===== src/rtl/wrr_arb_hs_if.sv =====
// wrr_arb_hs_if: request/grant handshake bundle between N requesters and the weighted arbiter.
// The master side drives requests and downstream ready; the arbiter takes the slave side.
interface wrr_arb_hs_if #(
    parameter int REQ_NUM  = 7,
    parameter int WEIGHT_W = 4,
    parameter int ID_W     = $clog2(REQ_NUM)
);
    logic [REQ_NUM-1:0]          req;
    logic [REQ_NUM-1:0]          req_last;
    logic [REQ_NUM*WEIGHT_W-1:0] weight;
    logic                        gnt_ready;
    logic                        grant_valid;
    logic [REQ_NUM-1:0]          grant;
    logic [ID_W-1:0]             grant_id;

    modport master (
        output req, req_last, weight, gnt_ready,
        input  grant_valid, grant, grant_id
    );

    modport slave (
        input  req, req_last, weight, gnt_ready,
        output grant_valid, grant, grant_id
    );
endinterface


===== src/rtl/wrr_arb_hs.sv =====
// wrr_arb_hs: weighted round-robin arbiter; a holder may win up to weight consecutive packets,
// and the registered grant is held until the last beat of its packet is accepted.
module wrr_arb_hs #(
    parameter int REQ_NUM  = 7,
    parameter int WEIGHT_W = 4,
    parameter int ID_W     = $clog2(REQ_NUM)
) (
    input  logic          clk,
    input  logic          rst_n,
    wrr_arb_hs_if.slave   bus
);
    typedef enum logic {IDLE, GRANT} state_e;

    state_e              state_q, state_d;
    logic [ID_W-1:0]     ptr_q, ptr_d;
    logic [WEIGHT_W-1:0] cred_q, cred_d;
    logic [ID_W-1:0]     rot_id, idx;
    logic                found;
    logic [WEIGHT_W-1:0] w_arr [REQ_NUM];
    logic [WEIGHT_W-1:0] w_sel;

    for (genvar i = 0; i < REQ_NUM; i++) begin : g_w
        assign w_arr[i] = bus.weight[i*WEIGHT_W +: WEIGHT_W];
    end

    always_ff @(posedge clk or negedge rst_n) begin
        if (!rst_n) begin
            state_q <= IDLE;
            ptr_q   <= ID_W'(REQ_NUM-1);
            cred_q  <= '0;
        end else begin
            state_q <= state_d;
            ptr_q   <= ptr_d;
            cred_q  <= cred_d;
        end
    end

    // Search starts one past the last holder and visits the holder itself last.
    always_comb begin
        idx    = ptr_q;
        rot_id = ptr_q;
        found  = 1'b0;
        for (int k = 0; k < REQ_NUM; k++) begin
            idx = (idx == ID_W'(REQ_NUM-1)) ? '0 : idx + 1'b1;
            if (!found && bus.req[idx]) begin
                rot_id = idx;
                found  = 1'b1;
            end
        end
    end

    assign w_sel = w_arr[rot_id];

    always_comb begin
        state_d = state_q;
        ptr_d   = ptr_q;
        cred_d  = cred_q;
        if (state_q == IDLE) begin
            if (|bus.req) begin
                state_d = GRANT;
                if (bus.req[ptr_q] && cred_q != '0) begin
                    cred_d = cred_q - 1'b1;
                end else begin
                    ptr_d  = rot_id;
                    cred_d = (w_sel == '0) ? '0 : w_sel - 1'b1;
                end
            end
        end else if (bus.gnt_ready && bus.req[ptr_q] && bus.req_last[ptr_q]) begin
            state_d = IDLE;
        end
    end

    // The holder index is ptr_q, so the grant is decoded from it while in GRANT.
    always_comb begin
        bus.grant_valid = (state_q == GRANT);
        bus.grant       = (state_q == GRANT) ? REQ_NUM'(1) << ptr_q : '0;
        bus.grant_id    = (state_q == GRANT) ? ptr_q : '0;
    end
endmodule


===== src/flat_wrapper.sv =====
// flat-port wrapper written by rule: the top's interface ports become plain ports
module wrr_arb_hs_flat 
#(
    parameter int REQ_NUM  = 7,
    parameter int WEIGHT_W = 4,
    parameter int ID_W     = $clog2(REQ_NUM)
)
  (clk, rst_n, bus_req, bus_req_last, bus_weight, bus_gnt_ready, bus_grant_valid, bus_grant, bus_grant_id);
  wrr_arb_hs_if #(.REQ_NUM(REQ_NUM), .WEIGHT_W(WEIGHT_W), .ID_W(ID_W)) bus_i ();
  input  logic clk;
  input  logic rst_n;
  input wire logic [$bits(bus_i.req)-1:0] bus_req;
  input wire logic [$bits(bus_i.req_last)-1:0] bus_req_last;
  input wire logic [$bits(bus_i.weight)-1:0] bus_weight;
  input wire logic [$bits(bus_i.gnt_ready)-1:0] bus_gnt_ready;
  output wire logic [$bits(bus_i.grant_valid)-1:0] bus_grant_valid;
  output wire logic [$bits(bus_i.grant)-1:0] bus_grant;
  output wire logic [$bits(bus_i.grant_id)-1:0] bus_grant_id;
  assign bus_i.req = bus_req;
  assign bus_i.req_last = bus_req_last;
  assign bus_i.weight = bus_weight;
  assign bus_i.gnt_ready = bus_gnt_ready;
  assign bus_grant_valid = bus_i.grant_valid;
  assign bus_grant = bus_i.grant;
  assign bus_grant_id = bus_i.grant_id;
  wrr_arb_hs #(.REQ_NUM(REQ_NUM), .WEIGHT_W(WEIGHT_W), .ID_W(ID_W)) u_core (.clk(clk), .rst_n(rst_n), .bus(bus_i));
endmodule

===== config.mk =====
export PLATFORM = sky130hd
export DESIGN_NAME = wrr_arb_hs_flat
export DESIGN_NICKNAME = d
export VERILOG_FILES = /design/src/rtl/wrr_arb_hs_if.sv /design/src/rtl/wrr_arb_hs.sv /design/src/flat_wrapper.sv
export SDC_FILE = /design/constraint.sdc
export NUM_CORES = 1
export LEC_CHECK = 0
export CORE_AREA = 2 2 64 96
export CTS_CLUSTER_SIZE = 14
export DETAILED_ROUTE_END_ITERATION = 12
export DIE_AREA = 0 0 66 98
export PLACE_DENSITY = 0.76
export SKIP_CTS_REPAIR_TIMING = 1
export SYNTH_ARGS = -nofsm -noshare
export SYNTH_HDL_FRONTEND = slang
export SYNTH_SLANG_ARGS = --single-unit

===== constraint.sdc =====
create_clock -name clk -period 12.1 [get_ports clk]
set_clock_uncertainty 0.1 [all_clocks]
set_input_delay 1.815 -clock clk [delete_from_list [all_inputs] [get_ports clk]]
set_output_delay 1.815 -clock clk [all_outputs]
set_load 0.005 [all_outputs]

==> results of run 1 <==
-- cell families (layout without fill, tap and decap cells) --
logic type / count (synthesis) / after routing / share of synthesized area (%)
fa+ha+maj: 2 / 2 / 1.03
simple gates: 129 / 129 / 27.5
compound gates: 129 / 129 / 38.0
mux: 33 / 33 / 15.0
buf+inv: 38 / 69 / 10.1
flops: 8 / 8 / 8.32
-- per-layer routing --
layer | vias to the layer above | track usage (%)
li1 | 1337 | -
met2 | 185 | 43.0
met5 | - | 0
met1 | 1282 | 28.0
met4 | 0 | 17.3
met3 | 48 | 3.00
-- worst max path at each step --
stage          slack, ns             from               end
2_1_floorplan       7.02       bus_req[1]  u_core.cred_q[2]
3_3_place_gp        6.03  u_core.ptr_q[1]  u_core.cred_q[2]
3_5_place_dp        5.98  u_core.ptr_q[1]  u_core.cred_q[2]
4_1_cts             5.95  u_core.ptr_q[1]  u_core.cred_q[2]
5_1_grt             5.55  u_core.ptr_q[1]  u_core.cred_q[2]
6_report            5.89  u_core.ptr_q[1]  u_core.cred_q[2]
-- registers in the layout, indices dropped and copies added (netlist names) --
signal                  flops
u_core.bus.grant_valid      1
u_core.ptr_q                3
u_core.cred_q               4
-- worst register-to-register path: cells and delay by family (launching register included) --
family,cells,cell delay [ns]
and+or+nand+nor,6,1.93
DFF,1,1.11
AOI/OAI and AO/OA,5,1.22
muxes,3,0.69
adders and majority gates,1,0.24
buffers and inverters,2,0.84
-- stage by stage --
step / instance area, sq um / utilization, % / setup WS [ns] / cells / hold WS [ns]
finish: 2920 / 51.2 / 5.89 / 442 / 0.468
global route: 2920 / 51.2 / 5.55 / 442 / 0.493
CTS: 2920 / 51.2 / 5.95 / 442 / 0.463
detailed placement: 2880 / 50.4 / 5.98 / 438 / 0.449
global placement: 2880 / 50.4 / 6.03 / 438 / 0.442
floorplan: 2440 / - / 7.02 / 339 / 0.383
-- layout make-up --
type                       count  area [sq um]
timing repair buffer          57           566
clock buffer                   4          45.0
sequential                     8           203
fill                         583          2780
multi-input combinational    293          1990
tap                           72          90.1
inverter                       8          30.0
-- synthesized netlist by cell type, types with 5 or more instances --
cell type and n:
sky130_fd_sc_hd__nand2_1 39, sky130_fd_sc_hd__o21ai_0 32, sky130_fd_sc_hd__mux2i_1 25, sky130_fd_sc_hd__nor2_1 25, sky130_fd_sc_hd__a21oi_1 21, sky130_fd_sc_hd__nor3_1 12
sky130_fd_sc_hd__a211oi_1 9, sky130_fd_sc_hd__buf_2 9, sky130_fd_sc_hd__o211ai_1 8, sky130_fd_sc_hd__and2_1 7, sky130_fd_sc_hd__inv_1 7, sky130_fd_sc_hd__nand2b_1 7
sky130_fd_sc_hd__nor2b_1 7, sky130_fd_sc_hd__buf_6 6, sky130_fd_sc_hd__clkbuf_1 6, sky130_fd_sc_hd__dfrtp_1 6, sky130_fd_sc_hd__nand3_1 6, sky130_fd_sc_hd__a31oi_1 5
sky130_fd_sc_hd__mux2_2 5, sky130_fd_sc_hd__o22ai_1 5
==> impl_metrics.json, run 1 <==
{
  "period_share_pct": 51.3,
  "track_usage_pct": 25.1,
  "final-setup-viol-count": 0,
  "worst-r2r-cell-count": 17,
  "cts.path.max_buffers": 2,
  "ant_nets": 0,
  "die-height_microns": 98,
  "core_region_area_sq_um": 5700,
  "worstSkewPairLatency_ns": 0.23,
  "synth_nets": 386,
  "antenna_found_initial": 0,
  "routed-via-count": 2852,
  "yosysUniqueCellTypes": 78,
  "ys_seq_area_share_pct": 8.32,
  "tritoncts_num_sinks": 8,
  "max_slew_margin_pct": 41.1,
  "drive_gt1_share_pct": 10.0,
  "outcome": "finished, final reports clean",
  "timing.critical_path.arrival_ns": 6.26,
  "cts.reportedPaths.clkPinSlew_ns": 0.04,
  "final_net_count": 418,
  "drt_first_pass_iters": 7,
  "ff2ff_setup_slack_ns": 5.89,
  "ys_seq_elements": 8,
  "most-common-layout-cells": "55 x sky130_fd_sc_hd__clkdlybuf4s50_1, 39 x sky130_fd_sc_hd__nand2_1, 32 x sky130_fd_sc_hd__o21ai_0",
  "detail_route.iter0.violations": 427,
  "ctsRootBufferMaster": "sky130_fd_sc_hd__clkbuf_8",
  "place.detailed.hpwl_microns": 5950,
  "total_negative_setup_slacks_ns": 0,
  "post_synth_main_area_contributors": "sky130_fd_sc_hd__mux2i_1 10%, sky130_fd_sc_hd__o21ai_0 6.6%, sky130_fd_sc_hd__dfrtp_1 6.2%",
  "antennaDiodeCount": 0,
  "timing.critical_path.depth": 17,
  "syn_inst": 339,
  "post-synth-top-area-cell": "sky130_fd_sc_hd__mux2i_1",
  "fmax_mhz": 161,
  "portBuffers": 55,
  "die_area_sq_um": 6470,
  "whs_path_depth": 2,
  "crit_path_top_delay_cell": "sky130_fd_sc_hd__dfstp_2",
  "rows": 34,
  "cts_tree": "built",
  "number_of_maximum_capacitance_constraint_violations": 0,
  "global_route.overflow_total": 0,
  "grt_setup_unrepaired": "false",
  "cts-htree-levels": 1,
  "worst_pin_slew_ns": 0.883,
  "worst_path_largest_cell_delay_ns": 1.11,
  "critPathBufInv": 2,
  "crit-reg2reg-capture": "u_core.cred_q[2]",
  "floorplan.die.width_microns": 66,
  "worstSetupEndpointType": "flip-flop",
  "final_max_slew_viol_count": 0,
  "drc_errors": 0,
  "hold_violations": 0,
  "final_common_cell": "sky130_fd_sc_hd__clkdlybuf4s50_1",
  "crit_path_start_kind": "flip-flop",
  "startpoint_of_the_worst_register_to_register_path": "u_core.ptr_q[1]",
  "critical_path.top_delay_family": "simple AND/OR/NAND/NOR gates",
  "postSynth.topFlopCell": "sky130_fd_sc_hd__dfrtp_1",
  "avgRoutedWirePerCell_microns": 18.0,
  "period_minus_ws_final_ns": 6.21,
  "grt_start_max_net_pins": 53,
  "syn-cell-area_sq_um": 2440,
  "number_of_global_route_vias_before_repair": 2679,
  "drt_wirelength_microns": 7970,
  "worst_path_most_repeated_cell": "sky130_fd_sc_hd__mux2i_1",
  "gpl.final_weighted_congestion": 0.954,
  "cp_max_fo": 52,
  "path_cells": "inv_1, nor2_1, ha_1, buf_4, nor2b_1, a221o_1, a21oi_2, o22ai_2, or2_1, or2_4, nor2_4, a21oi_4, mux2i_1, mux2i_1, mux2_2, or4_4, o221ai_2",
  "min_delay_worst_endpoint": "u_core.cred_q[3]",
  "grt_pass1_wl_microns": 12900,
  "num_io_pins": 56,
  "hold_path.startpoint": "u_core.cred_q[3]",
  "ffs_w_async_s_r_synth_pct": 100,
  "dr.max_layer_used": "met4",
  "path_category_of_the_worst_min_delay_check": "reg2reg",
  "vias_per_cell": 6.45,
  "timing.setup.critical_path_class": "reg2reg",
  "yosys_warnings": 0,
  "dr_wl_met3_microns": 591,
  "route.layer.met1.wl_microns": 2850,
  "initial_utilization_pct": 42.7,
  "critical_path_required_time_ns": 12.15,
  "area_growth_pct": 19.9,
  "cts_inserted_buffers": 3,
  "synth-edff-count": 0,
  "post-synth-top-area-fraction_pct": 10.3,
  "detailroute.wirelength.met2_microns": 3910,
  "syn_area_per_cell_sq_um": 7.19
}
Power of run 1 is left out: the tool's default activity adds up to more than one toggle a clock period on the data nets, which glitch-free logic cannot reach.
==> run 2, diff against run 1 <==
==> constraint.sdc (replaced) <==
create_clock -name clk -period 6.3 [get_ports clk]
set_clock_uncertainty 0.1 [all_clocks]
set_input_delay 0.945 -clock clk [delete_from_list [all_inputs] [get_ports clk]]
set_output_delay 0.945 -clock clk [all_outputs]
set_load 0.005 [all_outputs]
==> run 2 against run 1 <==
Net effect:
- setup slack worse by 4.7 ns
- via count up 4.3%
- sequential share of layout area down 0.097 points
==> impl_metrics.json, run 2 (synthesis results as in run 1) <==
{
  "outcome": "finished, final reports clean",
  "total_negative_setup_slacks_ns": 0,
  "fmax_mhz": 195,
  "detail_route.iter0.violations": 329,
  "die-height_microns": 98,
  "gpl.final_weighted_congestion": 0.951,
  "track_usage_pct": 26.2,
  "period_minus_ws_final_ns": 5.13,
  "worst-r2r-cell-count": 18,
  "worstSkewPairLatency_ns": 0.23,
  "ant_nets": 0,
  "critPathBufInv": 3,
  "cts.reportedPaths.clkPinSlew_ns": 0.04,
  "vias_per_cell": 6.65,
  "final-setup-viol-count": 0,
  "grt_pass1_wl_microns": 13700,
  "max_flop_register": "u_core.cred_q",
  "core_region_area_sq_um": 5700,
  "critical_path_required_time_ns": 6.35,
  "whs_path_depth": 2,
  "drc_errors": 0,
  "most-common-layout-cells": "55 x sky130_fd_sc_hd__clkdlybuf4s50_1, 39 x sky130_fd_sc_hd__nand2_1, 32 x sky130_fd_sc_hd__o21ai_0",
  "cts_inserted_buffers": 3,
  "routed-via-count": 2974,
  "crit_path_start_kind": "flip-flop",
  "crit_path_top_delay_cell": "sky130_fd_sc_hd__dfstp_2",
  "timing.critical_path.arrival_ns": 5.17,
  "cts-htree-levels": 1,
  "number_of_global_route_vias_before_repair": 2929,
  "worst_path_largest_cell_delay_ns": 0.52,
  "cp_max_fo": 34,
  "die_area_sq_um": 6470,
  "hold_violations": 0,
  "antennaDiodeCount": 0,
  "final_max_slew_viol_count": 0,
  "area_growth_pct": 21.6,
  "ctsRootBufferMaster": "sky130_fd_sc_hd__clkbuf_8",
  "path_cells": "inv_1, buf_4, nor2_1, ha_1, buf_4, or2b_1, a21boi_0, a221oi_4, nor2_2, nand4_1, o2111ai_2, nor2_4, a21oi_4, mux2i_1, mux2i_1, mux2_2, or4_4, o221ai_2",
  "number_of_maximum_capacitance_constraint_violations": 0,
  "antenna_found_initial": 0,
  "drive_gt1_share_pct": 11.5,
  "max_slew_margin_pct": 60.5,
  "fill_cells": 564,
  "avgRoutedWirePerCell_microns": 18.4,
  "worst_pin_slew_ns": 0.591,
  "worstSetupEndpointType": "flip-flop",
  "critical_path.top_delay_family": "simple AND/OR/NAND/NOR gates",
  "floorplan.die.width_microns": 66,
  "timing.setup.critical_path_class": "reg2reg",
  "final_common_cell": "sky130_fd_sc_hd__clkdlybuf4s50_1",
  "largest_reg_flops": 4,
  "tritoncts_num_sinks": 8,
  "final_net_count": 424,
  "drt_wirelength_microns": 8220,
  "grt_setup_unrepaired": "false",
  "cts_tree": "built",
  "period_share_pct": 81.4,
  "global_route.overflow_total": 0,
  "drt_first_pass_iters": 5,
  "initial_utilization_pct": 42.7,
  "place.detailed.hpwl_microns": 6060,
  "cts.path.max_buffers": 2,
  "portBuffers": 55,
  "path_category_of_the_worst_min_delay_check": "reg2reg",
  "grt_start_max_net_pins": 52,
  "timing.critical_path.depth": 18,
  "rows": 34,
  "num_io_pins": 56
}
## run 2: changes by cell type in the layout (fill, tap and decap cells not counted), sizes merged
cell    before  now
buf          2    8
clkbuf       4    3
## run 2: layout make-up
cell class / instances / area (sq um) / area share (%)
multi-input combinational: 293 / 1990 / 67.1
timing repair buffer: 63 / 611 / 20.6
sequential: 8 / 203 / 6.84
tap: 72 / 90.1 / 3.04
clock buffer: 3 / 41.3 / 1.39
inverter: 8 / 30.0 / 1.01
## run 2: per-stage QoR
stage               hold slack [ns]  utilization, %  instance area (sq um)  setup slack, ns  cells
detailed placement            0.443            51.2                   2920             1.19    444
global route                  0.479            52.0                   2960            0.901    447
floorplan                     0.383               -                   2440             1.65    339
CTS                           0.453            52.0                   2960             1.23    447
global placement              0.432            51.2                   2920             1.27    444
finish                        0.472            52.0                   2960             1.17    447
## run 2: worst reg2reg max path: stages (launching register included)
cell and delay, ns:
sky130_fd_sc_hd__dfstp_2 0.52, sky130_fd_sc_hd__inv_1 0.04, sky130_fd_sc_hd__buf_4 0.20, sky130_fd_sc_hd__nor2_1 0.14, sky130_fd_sc_hd__ha_1 0.34, sky130_fd_sc_hd__buf_4 0.30
sky130_fd_sc_hd__or2b_1 0.34, sky130_fd_sc_hd__a21boi_0 0.35, sky130_fd_sc_hd__a221oi_4 0.13, sky130_fd_sc_hd__nor2_2 0.38, sky130_fd_sc_hd__nand4_1 0.17, sky130_fd_sc_hd__o2111ai_2 0.14
sky130_fd_sc_hd__nor2_4 0.06, sky130_fd_sc_hd__a21oi_4 0.47, sky130_fd_sc_hd__mux2i_1 0.27, sky130_fd_sc_hd__mux2i_1 0.12, sky130_fd_sc_hd__mux2_2 0.32, sky130_fd_sc_hd__or4_4 0.49
sky130_fd_sc_hd__o221ai_2 0.16
## run 2: final timing paths
kind	startpoint	end	slack, ns
setup reg to reg	u_core.ptr_q[1]	u_core.cred_q[2]	1.17
setup / recovery	u_core.ptr_q[1]	u_core.cred_q[2]	1.17
min in group asynchronous	rst_n	u_core.bus.grant_valid	0.90
max in group asynchronous	rst_n	u_core.ptr_q[2]	4.90
hold reg to reg	u_core.cred_q[3]	u_core.cred_q[3]	0.47
hold / removal	u_core.cred_q[3]	u_core.cred_q[3]	0.47
## run 2: routing by layer
layer | vias up | routed length, microns | GRT usage, %
met5 | - | 0 | 0
met4 | 0 | 430 | 16.0
met1 | 1356 | 2920 | 29.3
met3 | 42 | 639 | 3.11
met2 | 220 | 4230 | 45.8
li1 | 1356 | - | -
Power of run 2 is left out for the same reason.
==> run 3, diff against run 2 <==
--- a/config.mk
+++ b/config.mk
@@ -9,7 +9,7 @@
 export CTS_CLUSTER_SIZE = 14
 export DETAILED_ROUTE_END_ITERATION = 12
 export DIE_AREA = 0 0 66 98
-export PLACE_DENSITY = 0.76
+export PLACE_DENSITY = 0.79
 export SKIP_CTS_REPAIR_TIMING = 1
 export SYNTH_ARGS = -nofsm -noshare
 export SYNTH_HDL_FRONTEND = slang
==> constraint.sdc (replaced) <==
create_clock -name clk -period 4.6 [get_ports clk]
set_clock_uncertainty 0.1 [all_clocks]
set_input_delay 0.69 -clock clk [delete_from_list [all_inputs] [get_ports clk]]
set_output_delay 0.69 -clock clk [all_outputs]
set_load 0.005 [all_outputs]
==> run 3 against run 2 <==
Net effect:
- routed wire length rose by 5.7%
- non-clock buffer count rose by 25
- critical endpoint unchanged
- global-route usage rose by 0.38 points
- via count rose by 0.81%
- maximum frequency rose by 15%
- design area rose by 7.4%
- first-iteration DRC count fell by 1.8%
- setup slack got worse by 1.0 ns
- die area did not move
- flip-flop and latch count did not move
- clock-buffer cell count rose by 1
==> impl_metrics.json, run 3 (synthesis results as in run 1) <==
{
  "outcome": "finished, final reports clean",
  "cts.reportedPaths.clkPinSlew_ns": 0.04,
  "crit_path_top_delay_cell": "sky130_fd_sc_hd__or4_4",
  "worstSkewPairLatency_ns": 0.23,
  "antennaDiodeCount": 0,
  "most-common-layout-cells": "55 x sky130_fd_sc_hd__clkdlybuf4s50_1, 39 x sky130_fd_sc_hd__nand2_1, 32 x sky130_fd_sc_hd__buf_4",
  "ff2ff_setup_slack_ns": 0.15,
  "drive_gt1_share_pct": 18.2,
  "worstSetupEndpointType": "flip-flop",
  "period_minus_ws_final_ns": 4.45,
  "period_share_pct": 96.6,
  "timing.setup.critical_path_class": "reg2reg",
  "worst-r2r-cell-count": 19,
  "cts.path.max_buffers": 2,
  "cts_tree": "built",
  "cts_inserted_buffers": 3,
  "vias_per_cell": 6.34,
  "place.detailed.hpwl_microns": 6450,
  "ff_latch_area_sq_um": 203,
  "portBuffers": 55,
  "cts-htree-levels": 1,
  "rows": 34,
  "num_io_pins": 56,
  "grt_start_max_net_pins": 44,
  "detail_route.iter0.violations": 323,
  "tritoncts_num_sinks": 8,
  "max_slew_margin_pct": 60.8,
  "critical_path.top_delay_family": "compound AO/OA/AOI/OAI gates",
  "area_growth_pct": 30.6,
  "antenna_found_initial": 0,
  "core_region_area_sq_um": 5700,
  "die_area_sq_um": 6470,
  "global_route.overflow_total": 0,
  "routed-via-count": 2998,
  "post-place-ws_ns": -0.0304,
  "avgRoutedWirePerCell_microns": 18.4,
  "max_flop_register": "u_core.cred_q",
  "worst_path_largest_cell_delay_ns": 0.53,
  "drt_first_pass_iters": 5,
  "track_usage_pct": 26.6,
  "final_max_slew_viol_count": 0,
  "worst_path_most_repeated_cell": "sky130_fd_sc_hd__buf_4",
  "fill_cells": 572,
  "critical_path_required_time_ns": 4.65,
  "ant_nets": 0,
  "path_category_of_the_worst_min_delay_check": "reg2reg",
  "fmax_mhz": 225,
  "final-setup-viol-count": 0,
  "cp_max_fo": 32,
  "multi_input_comb_area_sq_um": 2000,
  "drc_errors": 0,
  "number_of_global_route_vias_before_repair": 3007,
  "final.hold.worst_slack_ns": 0.456,
  "final_net_count": 449,
  "largest_reg_flops": 4,
  "critPathBufInv": 5,
  "gpl.final_weighted_congestion": 0.996,
  "final_core_utilization_pct": 55.8,
  "initial_utilization_pct": 42.7,
  "worst_path_setup_slack_after_routing_ns": 0.154,
  "worst_pin_slew_ns": 0.582,
  "path_cells": "clkinv_1, ha_1, buf_12, buf_4, nor2_2, a211o_1, a22oi_1, nor2_2, buf_4, nand4_1, o2111ai_2, nor2_4, a21oi_4, buf_4, mux2i_1, mux2i_1, mux2_2, or4_4, o221ai_2",
  "drt_wirelength_microns": 8690,
  "placed_area_sq_um": 3090,
  "timing.critical_path.arrival_ns": 4.50,
  "number_of_maximum_capacitance_constraint_violations": 0,
  "ctsRootBufferMaster": "sky130_fd_sc_hd__clkbuf_8",
  "hold_violations": 0,
  "die-height_microns": 98,
  "grt_pass1_wl_microns": 13700,
  "layout.cell_area.non_filler_sq_um": 3180,
  "whs_path_depth": 2,
  "final_common_cell": "sky130_fd_sc_hd__clkdlybuf4s50_1",
  "timing.critical_path.depth": 19,
  "crit_path_start_kind": "flip-flop",
  "floorplan.die.width_microns": 66
}
[run 3: layout make-up]
type	count	share of cell area [%]
timing repair buffer	88	25.5
clock buffer	4	1.42
tap	72	2.83
multi-input combinational	293	62.8
sequential	8	6.37
inverter	8	1.06
[run 3: stage by stage]
step	instances	TNS, ns
3_3_place_gp	464	0
6_report	473	0
5_1_grt	473	-0.162
4_1_cts	468	0
2_1_floorplan	339	0
3_5_place_dp	464	-0.0304
[run 3: worst reg2reg max path: stages (launching register included)]
cell	delay [ns]
sky130_fd_sc_hd__dfstp_2	0.52
sky130_fd_sc_hd__clkinv_1	0.08
sky130_fd_sc_hd__ha_1	0.33
sky130_fd_sc_hd__buf_12	0.20
sky130_fd_sc_hd__buf_4	0.21
sky130_fd_sc_hd__nor2_2	0.05
sky130_fd_sc_hd__a211o_1	0.33
sky130_fd_sc_hd__a22oi_1	0.38
sky130_fd_sc_hd__nor2_2	0.12
sky130_fd_sc_hd__buf_4	0.17
sky130_fd_sc_hd__nand4_1	0.07
sky130_fd_sc_hd__o2111ai_2	0.14
sky130_fd_sc_hd__nor2_4	0.13
sky130_fd_sc_hd__a21oi_4	0.05
sky130_fd_sc_hd__buf_4	0.15
sky130_fd_sc_hd__mux2i_1	0.20
sky130_fd_sc_hd__mux2i_1	0.13
sky130_fd_sc_hd__mux2_2	0.29
sky130_fd_sc_hd__or4_4	0.53
sky130_fd_sc_hd__o221ai_2	0.17
[run 3: metal layers]
metal	vias to the layer above	GRT usage, %	routed length, microns
li1	1400	-	-
met1	1356	30.5	3170
met2	187	45.6	4370
met3	55	1.61	576
met4	0	18.5	568
met5	-	0	0
[run 3: worst paths after layout]
kind / startpoint / endpoint
worst max-delay path: u_core.ptr_q[2] / u_core.cred_q[2]
worst min-delay path: u_core.cred_q[3] / u_core.cred_q[3]
worst max register to register: u_core.ptr_q[2] / u_core.cred_q[2]
worst min register to register: u_core.cred_q[3] / u_core.cred_q[3]
max in group asynchronous: rst_n / u_core.ptr_q[1]
min in group asynchronous: rst_n / u_core.cred_q[3]
Power of run 3 is left out for the same reason.
